$ cat config.mk
export PLATFORM = sky130hd
export DESIGN_NAME = pipe_hazard_ctrl_flat
export DESIGN_NICKNAME = d
export VERILOG_FILES = /design/src/rtl/pipe_hazard_ctrl_if.sv /design/src/rtl/pipe_hazard_ctrl.sv /design/src/flat_wrapper.sv
export SDC_FILE = /design/constraint.sdc
export NUM_CORES = 1
export LEC_CHECK = 0
export ABC_AREA = 1
export CAP_MARGIN = 25
export CORE_AREA = 2 2 81 83
export CTS_CLUSTER_DIAMETER = 150
export DETAILED_ROUTE_END_ITERATION = 12
export DIE_AREA = 0 0 83 85
export GPL_TIMING_DRIVEN = 0
export PLACE_DENSITY = 0.85
export SYNTH_ARGS = -nofsm -noshare
export SYNTH_HDL_FRONTEND = slang
export SYNTH_SLANG_ARGS = --single-unit
$ cat constraint.sdc
create_clock -name clk -period 2.5 [get_ports clk]
set_clock_uncertainty 0.2 [all_clocks]
set_input_delay 0.5 -clock clk [delete_from_list [all_inputs] [get_ports clk]]
set_output_delay 0.5 -clock clk [all_outputs]
set_load 0.01 [all_outputs]
$ cat src/rtl/pipe_hazard_ctrl_if.sv
// rtl/pipe_hazard_ctrl_if.sv - data-memory handshake between hazard controller and memory
interface pipe_hazard_ctrl_if;
    logic mem_req;
    logic mem_ready;

    modport master (output mem_req, input mem_ready);
    modport slave  (input mem_req, output mem_ready);
endinterface

$ cat src/rtl/pipe_hazard_ctrl.sv
// rtl/pipe_hazard_ctrl.sv - stall/flush controller for the 5-stage pipeline
// Load-use, taken-branch and multi-cycle memory hazards with timeout and stall counter.
module pipe_hazard_ctrl #(
    parameter int TIMEOUT = 255,
    parameter int CNT_W   = 8
) (
    input  logic                      clk,
    input  logic                      rst_n,
    input  logic [4:0]                RsD,
    input  logic [4:0]                RtD,
    input  logic                      RegWriteE,
    input  logic                      MemtoRegE,
    input  logic [4:0]                WriteRegE,
    input  logic                      MemtoRegM,
    input  logic                      MemWriteM,
    input  logic                      BranchTakenD,
    pipe_hazard_ctrl_if.master        mem,
    output logic                      StallF,
    output logic                      StallD,
    output logic                      StallE,
    output logic                      StallM,
    output logic                      FlushD,
    output logic                      FlushE,
    output logic                      FlushW,
    output logic                      mem_err,
    output logic [31:0]               stall_cycles
);

    typedef enum logic [1:0] {RUN, MEM_WAIT, ERR} state_t;

    localparam logic [CNT_W-1:0] TO_CNT = CNT_W'(TIMEOUT);

    state_t           state;
    logic [CNT_W-1:0] wait_cnt;
    logic             memacc;
    logic             req_int;
    logic             memstall;
    logic             lu;

    always_comb begin
        memacc   = MemtoRegM | MemWriteM;
        req_int  = memacc & (state != ERR);
        memstall = req_int & ~mem.mem_ready;
        lu       = RegWriteE & MemtoRegE & (WriteRegE != 5'd0) &
                   ((WriteRegE == RsD) | (WriteRegE == RtD));
    end

    // Priority chain ERR > memstall > load-use > branch; everything is held low in reset.
    always_comb begin
        mem.mem_req = req_int & rst_n;
        StallF = 1'b0;
        StallD = 1'b0;
        StallE = 1'b0;
        StallM = 1'b0;
        FlushD = 1'b0;
        FlushE = 1'b0;
        FlushW = 1'b0;
        if (rst_n) begin
            if ((state == ERR) || memstall) begin
                StallF = 1'b1;
                StallD = 1'b1;
                StallE = 1'b1;
                StallM = 1'b1;
                FlushW = 1'b1;
            end else if (lu) begin
                StallF = 1'b1;
                StallD = 1'b1;
                FlushE = 1'b1;
            end else if (BranchTakenD) begin
                FlushD = 1'b1;
            end
        end
    end

    // wait_cnt holds the number of wait cycles already spent on the current access,
    // so the first stalled cycle in RUN loads 1 and ERR follows TIMEOUT+1 wait cycles.
    always_ff @(posedge clk or negedge rst_n) begin
        if (!rst_n) begin
            state    <= RUN;
            wait_cnt <= '0;
            mem_err  <= 1'b0;
        end else begin
            case (state)
                RUN: begin
                    if (memstall) begin
                        state    <= MEM_WAIT;
                        wait_cnt <= CNT_W'(1);
                    end else begin
                        wait_cnt <= '0;
                    end
                end
                MEM_WAIT: begin
                    if (mem.mem_ready) begin
                        state    <= RUN;
                        wait_cnt <= '0;
                    end else if (wait_cnt == TO_CNT) begin
                        state   <= ERR;
                        mem_err <= 1'b1;
                    end else begin
                        wait_cnt <= wait_cnt + CNT_W'(1);
                    end
                end
                ERR: begin
                    state   <= ERR;
                    mem_err <= 1'b1;
                end
                default: begin
                    state    <= RUN;
                    wait_cnt <= '0;
                end
            endcase
        end
    end

    always_ff @(posedge clk or negedge rst_n) begin
        if (!rst_n) begin
            stall_cycles <= '0;
        end else if (StallF && (stall_cycles != 32'hFFFF_FFFF)) begin
            stall_cycles <= stall_cycles + 32'd1;
        end
    end

endmodule

$ cat src/flat_wrapper.sv
// flat-port wrapper written by rule: the top's interface ports become plain ports
module pipe_hazard_ctrl_flat 
#(
    parameter int TIMEOUT = 255,
    parameter int CNT_W   = 8
)
  (clk, rst_n, RsD, RtD, RegWriteE, MemtoRegE, WriteRegE, MemtoRegM, MemWriteM, BranchTakenD, StallF, StallD, StallE, StallM, FlushD, FlushE, FlushW, mem_err, stall_cycles, mem_mem_req, mem_mem_ready);
  pipe_hazard_ctrl_if mem_i ();
  input  logic clk;
  input  logic rst_n;
  input  logic [4:0] RsD;
  input  logic [4:0] RtD;
  input  logic RegWriteE;
  input  logic MemtoRegE;
  input  logic [4:0] WriteRegE;
  input  logic MemtoRegM;
  input  logic MemWriteM;
  input  logic BranchTakenD;
  output logic StallF;
  output logic StallD;
  output logic StallE;
  output logic StallM;
  output logic FlushD;
  output logic FlushE;
  output logic FlushW;
  output logic mem_err;
  output logic [31:0] stall_cycles;
  output wire logic [$bits(mem_i.mem_req)-1:0] mem_mem_req;
  input wire logic [$bits(mem_i.mem_ready)-1:0] mem_mem_ready;
  assign mem_mem_req = mem_i.mem_req;
  assign mem_i.mem_ready = mem_mem_ready;
  pipe_hazard_ctrl #(.TIMEOUT(TIMEOUT), .CNT_W(CNT_W)) u_core (.clk(clk), .rst_n(rst_n), .RsD(RsD), .RtD(RtD), .RegWriteE(RegWriteE), .MemtoRegE(MemtoRegE), .WriteRegE(WriteRegE), .MemtoRegM(MemtoRegM), .MemWriteM(MemWriteM), .BranchTakenD(BranchTakenD), .mem(mem_i), .StallF(StallF), .StallD(StallD), .StallE(StallE), .StallM(StallM), .FlushD(FlushD), .FlushE(FlushE), .FlushW(FlushW), .mem_err(mem_err), .stall_cycles(stall_cycles));
endmodule
======== After elaboration in Yosys (flattened, before gate mapping) ========
Cells that the tools add are included.
operators by class
  add/sub/neg operators ................... 2
  equal/unequal tests ..................... 12
  muxes and demuxes ....................... 22
  bitwise gates (word level) .............. 10
  reductions and logical operators ........ 8
operators with widths
  kind                                                              count
  32-bit by 1-bit adder with 32-bit output (second input constant)  1
  32-bit != test (second input constant)                            1
  8-bit case mux with 3 select lines                                1
  8-bit two-way mux                                                 2
  1-bit two-way mux                                                 14
  5-bit == test                                                     2
  8-bit by 1-bit adder with 8-bit output (second input constant)    1
  8-bit == test (second input constant)                             1
  1-bit AND                                                         6
  2-bit two-way mux                                                 3
  2-bit case mux with 3 select lines                                1
  5-bit nonzero test                                                1
  2-bit by 1-bit != test with 1-bit output (second input constant)  2
  2-bit != test (second input constant)                             2
  2-bit AND reduction                                               2
  3-bit by 2-bit != test with 1-bit output (second input constant)  1
  3-bit != test (second input constant)                             1
  3-bit AND reduction                                               1
  2-bit by 1-bit == test with 1-bit output (second input constant)  1
  2-bit == test (second input constant)                             1
  2-bit logical NOT                                                 1
  1-bit NOT                                                         2
  1-bit bitwise OR                                                  2
  1-bit case mux with 2 select lines                                1
  3 further kinds                                                   3
word-level totals
  register bits after elaboration ......... 43
  output and inout port bits .............. 41
  word-level logic and storage cells ...... 58

======== Longest topological paths before layout ========
  word-level depth ........................ 7
  mapped depth ............................ 12
  depth with buffers taken out ............ 12

======== Least setup slack after synthesis ========
OpenSTA, ideal clock, no wires.
  path kind ............................... input to output
  start ................................... input WriteRegE[4]
  end ..................................... output StallF
  arrival time ............................ 1.450 ns
  required time ........................... 1.800 ns
  setup slack ............................. 0.350 ns
  cell stages on the path ................. 10
  buffers on the path ..................... 2
  cells stage by stage .................... inv_1 > nand2_1 > nand2_1 > nor2_1 > nand3_1 > nand2_1 > nand3_1 > nand2_2 > buf_2 > buf_4
on the way
  cells in the longest elaborated chain, start to end .. 6
  elaborated cells on any way between the ends .. 9
  classes of those cells .................. eq/ne: 2; mux: 3; bitwise: 3; reduce/logical: 1
RTL lines
  what                                                        RTL line                                        text
  from (decl)                                                 flat_wrapper.sv:15                              input logic [4:0] WriteRegE;
  5-bit == test / 5-bit nonzero test (equally long branches)  pipe_hazard_ctrl.sv:45, pipe_hazard_ctrl.sv:44
  1-bit bitwise OR / 1-bit AND (equally long branches)        pipe_hazard_ctrl.sv:45, pipe_hazard_ctrl.sv:44
  1-bit AND (*)                                               pipe_hazard_ctrl.sv:44                          lu = RegWriteE & MemtoRegE & (WriteRegE != 5'd0) &
  1-bit two-way mux (*) (3 in a row)                          n/a
  to (decl)                                                   flat_wrapper.sv:19                              output logic StallF;
Mark *: on every way between the ends. The rest lies on a longest branch, timed or not.

======== Worst setup path after layout ========
  start ................................... input MemWriteM
  end ..................................... output StallM
on the way
  cells in the longest elaborated chain, start to end .. 6
RTL lines
  what               RTL line                text
  from (decl)        flat_wrapper.sv:17      input logic MemWriteM;
  1-bit bitwise OR   pipe_hazard_ctrl.sv:41  memacc = MemtoRegM | MemWriteM;
  1-bit AND          pipe_hazard_ctrl.sv:42  req_int = memacc & (state != ERR);
  1-bit AND          pipe_hazard_ctrl.sv:43  memstall = req_int & ~mem.mem_ready;
  1-bit logical OR   pipe_hazard_ctrl.sv:59  if ((state == ERR) || memstall) begin
  1-bit two-way mux  pipe_hazard_ctrl.sv:59
  1-bit two-way mux  pipe_hazard_ctrl.sv:58  if (rst_n) begin
  to (decl)          flat_wrapper.sv:22      output logic StallM;
Every way passes these cells.

==> key figures <==
Run status
  – Outcome: finished, final reports clean

Synthesis
  – Seq/Total Area, Yosys: 35.7%
  – Synth area leaders: dfrtp_1 (36%), nand2_1 (22%), nand3_1 (9.0%)
  – Syn Area/Cell: 6.53 um2
  – Combinational family with the most area after synthesis: simple AND/OR/NAND/NOR gates
  – Synth area leader: dfrtp_1
  – Cells after synthesis: 461
  – Post-Synth Adder-Cell Area: 0.831%
  – Mapped cell area: 3010 um2
  – Total number of yosys warnings: 0
  – Synth Area in Compound Gates: 2.95%
  – Cell with the most instances after synthesis: nand2_1
  – Synth Net Count: 486
  – Post-synth EDFFs: 0
  – Distinct cells, synth: 32
  – Commonest cells in the netlist: nand2_1 (179), nand3_1 (54), inv_1 (50), nor2_1 (50), dfrtp_1 (43)
  – Simple-gate share of the synthesized area: 44.8%
  – Mux contribution to synthesized area: 0%
  – Fraction of registers with async set/reset: 100%
  – Seq cells post-synth: 43
  – Post-Synth XOR/XNOR Area: 5.82%
  – Area share of the largest cell type after synthesis: 35.7%
  – Dominant synthesized flop cell: dfrtp_1

Placed design
  – Port Buffer Count: 63
  – Final GP Congestion: 0.943
  – Placed instance area: 3750 um2
  – Hpwl dp: 6.19 mm
  – Placed cell count: 602
  – Place WS: -0.903 ns

Clocking
  – H-tree depth: 2
  – Num CTS Buffers: 5
  – CTS tree: yes
  – Worst-path clk slew: 0.08 ns
  – Clock Latency Late Sink: 0.30 ns
  – Clk sinks: 43
  – Max Root-Sink Buffers: 2
  – CTS root buf: clkbuf_8

Power
  – Fraction of power consumed by combinational cells: 20.2%
  – Pwr dens: 390 nW/um2
  – VDD IR-drop max: 0.000364 V
  – Clk network pwr share: 28.8%
  – Sw power: 462 uW
  – Cell leakage power: 0.00201 uW
  – Reg power frac: 50.9%
  – Switching Share: 30.0%
  – Int Pwr: 1080 uW

Floorplan
  – Core area: 6200 um2
  – FP Rows: 29
  – IO Pins: 64
  – Die Span Y: 85 um
  – Die X: 83 um
  – Die area: 7060 um2
  – Initial Util: 48.5%

Timing
  – Peak Freq: 0.408 GHz
  – Final setup TNS: 0 ns
  – Slew of the pin with the lowest slew margin: 0.832 ns
  – Setup violators final: 0
  – Final worst slack: 0.0485 ns
  – Max Slew Vio Count: 0
  – Fin. Hold Viols: 0
  – Relative slew margins: 44.3%
  – Part of the cycle the worst path needs: 98.1%
  – Clock period minus worst slack: 2.45 ns

Drt
  – Via density per instance: 5.16
  – Total Wirelength: 8.06 mm
  – Vias: 3,184
  – Number of DRC markers in iteration 0: 237
  – Detail Route Antenna Nets: 0
  – Drt drc: 0
  – Iteration count of the initial detailed-routing pass: 4
  – Routed WL per cell: 13.1 um

Final layout
  – Final net count: 564
  – Ratio of cells with drive above 1 in the final layout: 10.9%
  – FILL cells: 552
  – Area growth syn-to-layout: 31.2%
  – Finished Cell Area: 3950 um2
  – Final core utilization: 63.6%
  – Final cell count without fillers: 617
  – Diodes inserted: 0

Critical path
  – Critical Path Source Type: input pin
  – Arrival time at the worst endpoint: 1.75 ns
  – Critical path type: in -> out
  – CP endpoint kind: primary output
  – Reg-to-Reg Start: u_core.stall_cycles[0]
  – CP Max Fanout: 3
  – Critical Path RT: 1.80 ns
  – CP startpoint: MemWriteM
  – R2R depth: 11

GRT
  – Largest net degree at the start of global routing: 25
  – Initial antenna violation count: 0
  – Gr usage total: 23.7%
  – Vias in the first global route: 3,017
  – Gr ovfl total: 0
  – First-pass GRT wire length: 13.8 mm

Min path
  – Worst Hold Class: in -> async

Run
  – Max Cap Viol: 0
[flip-flops by register name, summed over array words and instances (netlist names)]
name	cells
u_core.stall_cycles	32
u_core.wait_cnt	8
u_core.state	2
u_core.mem_err	1
[layout by cell type, fill, tap and decap left out, drive strengths merged, types with 4 or more instances in the layout]
master,n
nand3,57
o21ai,9
clkbuf,6
inv,52
nand2,182
dfrtp,43
buf,27
nand3b,4
xor2,10
nor3,11
xnor2,10
dlygate4sd2,6
clkinv,4
clkdlybuf4s50,40
dlymetal6s2s,10
nand4,6
nor2,51
[repair_timing]
item	CTS	global route
hold buffers	2	0
setup buffers	4	2
cloned	0	0
gates resized for setup	32	21
hold endpoints to repair	19	0
endpoints found under the setup margin	8	4
pin swaps	5	14
[worst max-delay path, cell delays in order]
cell and delay (ns):
clkdlybuf4s50_1 0.47, o21ai_2 0.08, o21ai_2 0.18, nand2_2 0.09, inv_2 0.07, buf_4 0.09, dlygate4sd2_1 0.25
[stage by stage]
step	power, uW	hold slack [ns]
after global placement	1080	0.257
after detailed placement	1100	0.252
after floorplan	926	0.00441
final	1540	0.0326
after CTS	1540	0.0352
after global routing	1620	0.0470
[cells by family after synthesis]
logic type	Yosys count
AND/OR/NAND/NOR	314
buffers and inverters	67
flip-flops	43
XOR/XNOR	20
AO/OA/AOI/OAI	15
adder cells (fa/ha/maj)	2
[cell type report]
cell class | count | area (um2) | share of cell area [%]
multi-input combinational | 351 | 1680 | 42.5
buffer | 13 | 95.1 | 2.41
clock buffer | 5 | 68.8 | 1.74
clock inverter | 3 | 15.0 | 0.380
timing repair buffer | 72 | 719 | 18.2
tap | 77 | 96.3 | 2.44
sequential | 43 | 1080 | 27.2
inverter | 53 | 200 | 5.07
[layer usage]
metal	up-vias	track usage [%]	wire, um	share of wire, %
met4	0	7.30	132	1.6
met5	-	0	0	0
met3	11	3.89	339	4.2
met1	1499	30.0	3600	45
li1	1599	-	-	-
met2	75	41.8	3990	49
[power by group through the flow]
stage | Sequential [uW] | Clock [uW] | Combinational [uW]
floorplan | 800 | 0 | 127
global placement | 794 | 0 | 288
detailed placement | 797 | 0 | 302
CTS | 783 | 447 | 309
global route | 791 | 485 | 343
finish | 785 | 444 | 312
[final timing paths]
| kind | endpoint | slack (ns) |
|---|---|---|
| max reg2reg | u_core.stall_cycles[29] | 0.30 |
| min reg2reg | u_core.mem_err | 0.28 |
| min in group clk | u_core.mem_err | 0.28 |
| max | StallM | 0.05 |
| max in group asynchronous | u_core.stall_cycles[18] | 0.93 |
| min | u_core.stall_cycles[5] | 0.03 |
Power figures use the tool's default switching activity.
